==> config.mk <==
export PLATFORM = sky130hd
export DESIGN_NAME = score_uart_tx_flat
export DESIGN_NICKNAME = d
export VERILOG_FILES = /design/src/rtl/score_uart_pkg.sv /design/src/rtl/score_uart_tx_if.sv /design/src/rtl/uart_tx_byte.sv /design/src/rtl/score_uart_tx.sv /design/src/flat_wrapper.sv
export SDC_FILE = /design/constraint.sdc
export NUM_CORES = 1
export LEC_CHECK = 0
export BUFFER_PORTS_ARGS = -buffer_cell sky130_fd_sc_hd__buf_2
export CAP_MARGIN = 20
export CORE_ASPECT_RATIO = 0.7
export CORE_MARGIN = 8
export CORE_UTILIZATION = 35
export DETAILED_ROUTE_END_ITERATION = 6
export MAX_ROUTING_LAYER = met4
export PLACE_DENSITY = 0.48
export REMOVE_ABC_BUFFERS = 1
export SLEW_MARGIN = 20
export SYNTH_ARGS = -nofsm -noshare
export SYNTH_HDL_FRONTEND = slang
export SYNTH_SLANG_ARGS = --single-unit
==> constraint.sdc <==
create_clock -name clk -period 4.9 [get_ports clk]
set_input_delay 0.245 -clock clk [delete_from_list [all_inputs] [get_ports clk]]
set_output_delay 0.245 -clock clk [all_outputs]
set_load 0.02 [all_outputs]
==> src/rtl/score_uart_pkg.sv <==
// Shared constants, types and byte formatter for the score report transmitter.
// SCORE_UART_TX_PARITY_EN selects the 11-bit even-parity frame.
package score_uart_pkg;

   localparam logic [7:0] CH_G     = 8'h47;
   localparam logic [7:0] CH_DASH  = 8'h2D;
   localparam logic [7:0] CH_SPACE = 8'h20;
   localparam logic [7:0] CH_CR    = 8'h0D;
   localparam logic [7:0] CH_LF    = 8'h0A;
   localparam logic [7:0] CH_QMARK = 8'h3F;
   localparam logic [7:0] CH_ZERO  = 8'h30;

   localparam int unsigned MSG_LEN = 10;

`ifdef SCORE_UART_TX_PARITY_EN
   localparam int unsigned FRAME_BITS = 11;
`else
   localparam int unsigned FRAME_BITS = 10;
`endif

   localparam logic [1:0] SIDE_P1 = 2'b01;
   localparam logic [1:0] SIDE_P2 = 2'b10;

   typedef enum logic [1:0] {
      ST_IDLE,
      ST_LOAD,
      ST_WAIT,
      ST_NEXT
   } msg_state_e;

   typedef struct packed {
      logic [1:0] side;
      logic [3:0] p1_dig1;
      logic [3:0] p1_dig0;
      logic [3:0] p2_dig1;
      logic [3:0] p2_dig0;
   } score_msg_t;

   function automatic logic [7:0] digit_char(input logic [3:0] d);
      return (d > 4'd9) ? CH_QMARK : (CH_ZERO + {4'h0, d});
   endfunction

   function automatic logic [7:0] msg_byte(input score_msg_t m, input logic [3:0] idx);
      logic [7:0] b;
      case (idx)
         4'd0:    b = CH_G;
         4'd1:    b = (m.side == SIDE_P2) ? (CH_ZERO + 8'd2) : (CH_ZERO + 8'd1);
         4'd2:    b = CH_SPACE;
         4'd3:    b = digit_char(m.p1_dig1);
         4'd4:    b = digit_char(m.p1_dig0);
         4'd5:    b = CH_DASH;
         4'd6:    b = digit_char(m.p2_dig1);
         4'd7:    b = digit_char(m.p2_dig0);
         4'd8:    b = CH_CR;
         default: b = CH_LF;
      endcase
      return b;
   endfunction

endpackage

==> src/rtl/score_uart_tx_if.sv <==
// Scoring event and status bundle between the game FSM and the report transmitter.
interface score_uart_tx_if;
   logic       goal_valid;
   logic [1:0] goal_side;
   logic [3:0] p1_dig1;
   logic [3:0] p1_dig0;
   logic [3:0] p2_dig1;
   logic [3:0] p2_dig0;
   logic       busy;
   logic [7:0] drop_cnt;

   modport master (
      output goal_valid, goal_side, p1_dig1, p1_dig0, p2_dig1, p2_dig0,
      input  busy, drop_cnt
   );

   modport slave (
      input  goal_valid, goal_side, p1_dig1, p1_dig0, p2_dig1, p2_dig0,
      output busy, drop_cnt
   );
endinterface

==> src/rtl/uart_tx_byte.sv <==
// One-byte UART serializer: start, 8 data bits LSB first, optional even parity
// (SCORE_UART_TX_PARITY_EN), stop. Baud counter restarts on every start.
module uart_tx_byte
   import score_uart_pkg::*;
#(
   parameter int unsigned DIV = 10
) (
   input  logic       clk,
   input  logic       reset_n,
   input  logic       start,
   input  logic [7:0] data,
   output logic       tx,
   output logic       done
);

   localparam int unsigned    CW        = $clog2(DIV);
   localparam int unsigned    SW        = FRAME_BITS - 1;
   localparam logic [CW-1:0]  TICK_LAST = CW'(DIV - 1);
   localparam logic [CW-1:0]  TICK_PRE  = CW'(DIV - 2);
   localparam logic [3:0]     BIT_LAST  = 4'(FRAME_BITS - 1);

   logic          active_q, active_d;
   logic          tx_q, tx_d;
   logic [CW-1:0] baud_q, baud_d;
   logic [3:0]    bit_q, bit_d;
   logic [SW-1:0] shift_q, shift_d;
   logic [SW-1:0] frame_load;

`ifdef SCORE_UART_TX_PARITY_EN
   assign frame_load = {1'b1, ^data, data};
`else
   assign frame_load = {1'b1, data};
`endif

   always_comb begin
      active_d = active_q;
      tx_d     = tx_q;
      baud_d   = baud_q;
      bit_d    = bit_q;
      shift_d  = shift_q;
      if (start) begin
         active_d = 1'b1;
         tx_d     = 1'b0;
         baud_d   = '0;
         bit_d    = '0;
         shift_d  = frame_load;
      end else if (active_q) begin
         if (baud_q == TICK_LAST) begin
            baud_d = '0;
            if (bit_q == BIT_LAST) begin
               active_d = 1'b0;
            end else begin
               tx_d    = shift_q[0];
               shift_d = {1'b1, shift_q[SW-1:1]};
               bit_d   = bit_q + 4'd1;
            end
         end else begin
            baud_d = baud_q + 1'b1;
         end
      end
   end

   always_ff @(posedge clk or negedge reset_n) begin
      if (!reset_n) begin
         active_q <= 1'b0;
         tx_q     <= 1'b1;
         baud_q   <= '0;
         bit_q    <= '0;
         shift_q  <= '1;
      end else begin
         active_q <= active_d;
         tx_q     <= tx_d;
         baud_q   <= baud_d;
         bit_q    <= bit_d;
         shift_q  <= shift_d;
      end
   end

   assign tx = tx_q;
   // Fires one cycle before the stop bit ends so the caller's start lands on the
   // first cycle after the stop bit, leaving no gap between bytes.
   assign done = active_q && (bit_q == BIT_LAST) && (baud_q == TICK_PRE);

endmodule

==> src/rtl/score_uart_tx.sv <==
// Score report transmitter: snapshots scoring events into two message slots and
// sends each as a 10-byte ASCII line over RsTx (parity via SCORE_UART_TX_PARITY_EN).
module score_uart_tx
   import score_uart_pkg::*;
#(
   parameter int unsigned CLK_HZ = 100_000_000,
   parameter int unsigned BAUD   = 9600
) (
   input  logic                  clk,
   input  logic                  reset_n,
   score_uart_tx_if.slave        ev,
   output logic                  RsTx
);

   localparam int unsigned DIV      = CLK_HZ / BAUD;
   localparam logic [3:0]  IDX_LAST = 4'(MSG_LEN - 1);

   msg_state_e state_q, state_d;
   logic [3:0] idx_q, idx_d;
   score_msg_t act_q, act_d, pend_q, pend_d;
   logic       act_valid_q, act_valid_d;
   logic       pend_valid_q, pend_valid_d;
   logic [7:0] drop_q, drop_d;

   logic       legal;
   logic       ser_start;
   logic       ser_done;
   score_msg_t incoming;

   assign legal    = ev.goal_valid && ((ev.goal_side == SIDE_P1) || (ev.goal_side == SIDE_P2));
   assign incoming = '{side:    ev.goal_side,
                       p1_dig1: ev.p1_dig1,
                       p1_dig0: ev.p1_dig0,
                       p2_dig1: ev.p2_dig1,
                       p2_dig0: ev.p2_dig0};
   assign ser_start = (state_q == ST_LOAD);

   always_comb begin
      act_d        = act_q;
      act_valid_d  = act_valid_q;
      pend_d       = pend_q;
      pend_valid_d = pend_valid_q;
      drop_d       = drop_q;
      state_d      = state_q;
      idx_d        = idx_q;

      // Slot hand-over is resolved first so a coincident event sees the freed slot.
      if (state_q == ST_NEXT) begin
         if (pend_valid_q) begin
            act_d        = pend_q;
            pend_valid_d = 1'b0;
         end else begin
            act_valid_d = 1'b0;
         end
      end

      if (legal) begin
         if (!act_valid_d) begin
            act_d       = incoming;
            act_valid_d = 1'b1;
         end else if (!pend_valid_d) begin
            pend_d       = incoming;
            pend_valid_d = 1'b1;
         end else if (drop_q != 8'hFF) begin
            drop_d = drop_q + 8'd1;
         end
      end

      case (state_q)
         ST_IDLE: begin
            if (act_valid_q) begin
               state_d = ST_LOAD;
               idx_d   = '0;
            end
         end
         ST_LOAD: state_d = ST_WAIT;
         ST_WAIT: begin
            if (ser_done) begin
               if (idx_q == IDX_LAST) begin
                  state_d = ST_NEXT;
               end else begin
                  idx_d   = idx_q + 4'd1;
                  state_d = ST_LOAD;
               end
            end
         end
         ST_NEXT: begin
            idx_d   = '0;
            state_d = act_valid_d ? ST_LOAD : ST_IDLE;
         end
         default: state_d = ST_IDLE;
      endcase
   end

   always_ff @(posedge clk or negedge reset_n) begin
      if (!reset_n) begin
         state_q      <= ST_IDLE;
         idx_q        <= '0;
         act_q        <= '0;
         pend_q       <= '0;
         act_valid_q  <= 1'b0;
         pend_valid_q <= 1'b0;
         drop_q       <= '0;
      end else begin
         state_q      <= state_d;
         idx_q        <= idx_d;
         act_q        <= act_d;
         pend_q       <= pend_d;
         act_valid_q  <= act_valid_d;
         pend_valid_q <= pend_valid_d;
         drop_q       <= drop_d;
      end
   end

   uart_tx_byte #(.DIV(DIV)) u_ser (
      .clk     (clk),
      .reset_n (reset_n),
      .start   (ser_start),
      .data    (msg_byte(act_q, idx_q)),
      .tx      (RsTx),
      .done    (ser_done)
   );

   assign ev.busy     = act_valid_q | pend_valid_q;
   assign ev.drop_cnt = drop_q;

endmodule

==> src/flat_wrapper.sv <==
// flat-port wrapper written by rule: the top's interface ports become plain ports
module score_uart_tx_flat import score_uart_pkg::*;
#(
   parameter int unsigned CLK_HZ = 100_000_000,
   parameter int unsigned BAUD   = 9600
)
  (clk, reset_n, RsTx, ev_goal_valid, ev_goal_side, ev_p1_dig1, ev_p1_dig0, ev_p2_dig1, ev_p2_dig0, ev_busy, ev_drop_cnt);
  score_uart_tx_if ev_i ();
  input  logic clk;
  input  logic reset_n;
  output logic RsTx;
  input wire logic [$bits(ev_i.goal_valid)-1:0] ev_goal_valid;
  input wire logic [$bits(ev_i.goal_side)-1:0] ev_goal_side;
  input wire logic [$bits(ev_i.p1_dig1)-1:0] ev_p1_dig1;
  input wire logic [$bits(ev_i.p1_dig0)-1:0] ev_p1_dig0;
  input wire logic [$bits(ev_i.p2_dig1)-1:0] ev_p2_dig1;
  input wire logic [$bits(ev_i.p2_dig0)-1:0] ev_p2_dig0;
  output wire logic [$bits(ev_i.busy)-1:0] ev_busy;
  output wire logic [$bits(ev_i.drop_cnt)-1:0] ev_drop_cnt;
  assign ev_i.goal_valid = ev_goal_valid;
  assign ev_i.goal_side = ev_goal_side;
  assign ev_i.p1_dig1 = ev_p1_dig1;
  assign ev_i.p1_dig0 = ev_p1_dig0;
  assign ev_i.p2_dig1 = ev_p2_dig1;
  assign ev_i.p2_dig0 = ev_p2_dig0;
  assign ev_busy = ev_i.busy;
  assign ev_drop_cnt = ev_i.drop_cnt;
  score_uart_tx #(.CLK_HZ(CLK_HZ), .BAUD(BAUD)) u_core (.clk(clk), .reset_n(reset_n), .ev(ev_i), .RsTx(RsTx));
endmodule
==> results by group <==
Placement
  • Placed insts: 596
  • Placed Instance Area: 0.004579 mm²
  • Pre-CTS WS: around 2.6 ns
  • RePlAce Congestion: 0.7896
  • DP HPWL: 6441 µm
  • Port bufs: 30

Pwr
  • Maximum vdd drop: 0.0002535 V
  • Net switching power: 0.8479 mW
  • Power, Total: 2.565 mW
  • Static leakage: 2.034 nW
  • Clock power share: 0.296
  • Comb pwr share: 0.283
  • Net Sw Frac: 0.3305
  • Register share of total power: 0.421
  • Internal power: about 1.7 mW
  • Pwr dens: ~520 mW/mm²

Global route
  • Largest net degree at the start of global routing: ~80
  • Vias in the first global route: 3,154
  • Tot GR Track Use: 0.1271
  • First-pass GRT wire length: 16,170 µm
  • Antenna violations before repair: 0
  • Remaining Overflow, GRT: 0

Clock network
  • Worst skew pair latency: 0.33 ns
  • Post-CTS sizing: 0
  • H-tree depth: 3
  • CTS max path bufs: 2
  • CTS root buf: clkbuf_16
  • CTS tree: built
  • Clock Pin Slew Worst Setup and Hold Paths: 0.06 ns
  • Post-CTS Setup Bufs: 0
  • Post-CTS Hold Fix Bufs: 0
  • CTS buffer count: 9
  • Clk sinks: 80

Layout
  • Cell Count, Final, Fillers Out: 612
  • Layout cells sized above 1: 0.1844
  • Core Util, Final: 0.4017
  • # fillers: ~1,200
  • Design area: 0.004921 mm²
  • Ant diodes: 0
  • Nets: 475
  • Layout area overhead: 13.90%

Drt
  • Routed WL: 9376 µm
  • Wire per inst: roughly 15 µm
  • First drt pass iteration count: 4
  • Drt drc: 0
  • DR vias: 3,270
  • Avg Vias per Cell: between 5 and 6
  • Detail Route Antenna Nets: 0
  • Starting DRT DRC Count: between 150 and 200

STA
  • Rel. slew slack: 0.4633
  • Clock Skew: 0.008551 ns
  • Min Clock Period, post-route: 2.288 ns
  • Final setup viols: 0
  • Min setup slack post-route: 2.612 ns
  • Final period utilization: 0.4670
  • Worst hold slack: -0.05083 ns
  • Fmax: 0.4370 GHz
  • RSZ-0062 raised after global routing: no
  • Max-slew violations: 0
  • Sum Neg Setup Slack: 0 ns
  • Worst-margin pin slew: 0.8047 ns
  • Final hold vios: 71

Yosys
  • Mean Syn Cell Area: 10.19 µm²
  • Seq/Total Area, Yosys: 0.4660
  • Mapped Cells: 424
  • Synth area leaders: dfrtp_1, dfstp_2, o21ai_0
  • Post-synth top area share: 0.4112
  • Mapped Area: 0.004320 mm²
  • Post-synth EDFFs: 0
  • Synth unique cells: 61
  • Top post-synthesis cells by count: dfrtp_1, o21ai_0, a21oi_1, nand2_1, mux2i_1
  • Primary FF master, synth: dfrtp_1
  • Yosys warnings: 0
  • Yosys top cell by area: dfrtp_1
  • Async SR Flop Fraction: 1.000
  • Yosys reg bits: 80
  • Top-count cell post-synth: dfrtp_1

Critical path
  • Worst-path fanout max: 21
  • Setup crit end kind: flip-flop
  • CP required: 5.11 ns
  • Worst-path cell chain: and3_2, o2111ai_4, mux2_4
  • Startpoint Class: flip-flop
  • Worst EP arrival: 2.50 ns
  • Worst setup path class: flip-flop to flip-flop
  • Worst path slowest cell: and3_2
  • Slowest stage delay, CP: 0.67 ns

Floorplanning
  • Core footprint: 0.01225 mm²
  • Cell row count: 34
  • Starting Density: 0.3526
  • # IOs: 31
  • DIE AREA: 0.01621 mm²
  • Die width: 148.8 µm
  • Chip height: 109.0 µm

Worst hold path
  • Worst hold path class: primary input to async pin

Flow run
  • Max cap viols: 0

Status
  • Failing checks: negative hold slack
  • Status: finished with violations
cell type report:
| cell class | instances | area (µm²) | share of cell area |
|---|---|---|---|
| Timing Repair Buffer | 32 | 175.2 | 0.03560 |
| Tap cell | 162 | 202.7 | 0.04119 |
| Multi-Input combinational cell | 305 | 2128 | 0.4325 |
| Clock inverter | 6 | 108.9 | 0.02212 |
| Clock buffer | 10 | 229.0 | 0.04653 |
| Sequential cell | 80 | 2013 | 0.4091 |
| Inverter | 17 | 63.81 | 0.01297 |
cell usage in the layout, fill, tap and decap left out, types with 5 or more instances in the layout:
master and instances:
a21oi_1 33, a31oi_1 11, buf_2 29, clkbuf_16 9
dfrtp_1 71, dfstp_2 9, ha_1 9, inv_1 17
mux2_2 10, mux2_4 8, mux2i_1 18, nand2_1 32
nand2b_1 5, nand3_1 9, nand3b_1 8, nand4_1 11
nor2_1 16, nor3_1 7, nor4_1 5, o21ai_0 43
or3_1 6, xor2_1 12
sequential cells by signal (all words and copies together), names as in the netlist:
signal,count
u_core.act_q,18
u_core.act_valid_q,1
u_core.ev.drop_cnt,8
u_core.idx_q,4
u_core.pend_q,18
u_core.pend_valid_q,1
u_core.state_q,2
u_core.u_ser.active_q,1
u_core.u_ser.baud_q,14
u_core.u_ser.bit_q,4
u_core.u_ser.shift_q,8
u_core.u_ser.tx,1
logic make-up (layout without fill, tap and decap cells):
kind of cell,Yosys count,after routing,share of synthesized area
and+or+nand+nor,123,123,0.1616
xor gates and xnor gates,15,15,0.03215
AOI/OAI and AO/OA,122,122,0.1755
muxes,36,36,0.09557
DFF,80,80,0.4660
buffers and inverters,39,65,0.04315
adders and majority gates,9,9,0.02606
layer usage:
metal	vias up	global-route usage	wire, µm
li1	1600	-	-
met3	8	0.03109	300
met4	0	0.03661	108
met1	1613	0.1890	5359
met2	49	0.1636	3608
met5	-	-	0
critical path: cells and delay by family (launching register included):
kind | cells | cell delay, ns
mux | 1 | 0.45
flops | 1 | 0.54
compound gates | 1 | 0.50
simple gates | 1 | 0.67
power by group through the flow:
stage | registers [mW] | logic, mW | clock network (mW)
2_1_floorplan | 1.05 | 0.538 | 0
3_3_place_gp | 1.09 | 0.718 | 0
6_report | 1.08 | 0.725 | 0.760
5_1_grt | 1.12 | 0.824 | 0.805
3_5_place_dp | 1.09 | 0.731 | 0
4_1_cts | 1.08 | 0.735 | 0.782
worst paths after layout:
check | from | to | slack, ns | cells after the start
worst max-delay path | u_core.state_q[0] | u_core.pend_q[9] | 2.61 | 3
worst max register to register | u_core.state_q[0] | u_core.pend_q[9] | 2.61 | 3
worst min register to register | u_core.u_ser.tx | u_core.u_ser.tx | 0.49 | 2
max in group asynchronous | reset_n | u_core.pend_q[14] | 4.44 | 1
min in group clk | ev_p2_dig1[3] | u_core.act_q[7] | 0.13 | 3
worst min-delay path | reset_n | u_core.ev.drop_cnt[0] | -0.05 | 1
No activity file was read; power rests on OpenSTA's default activity.
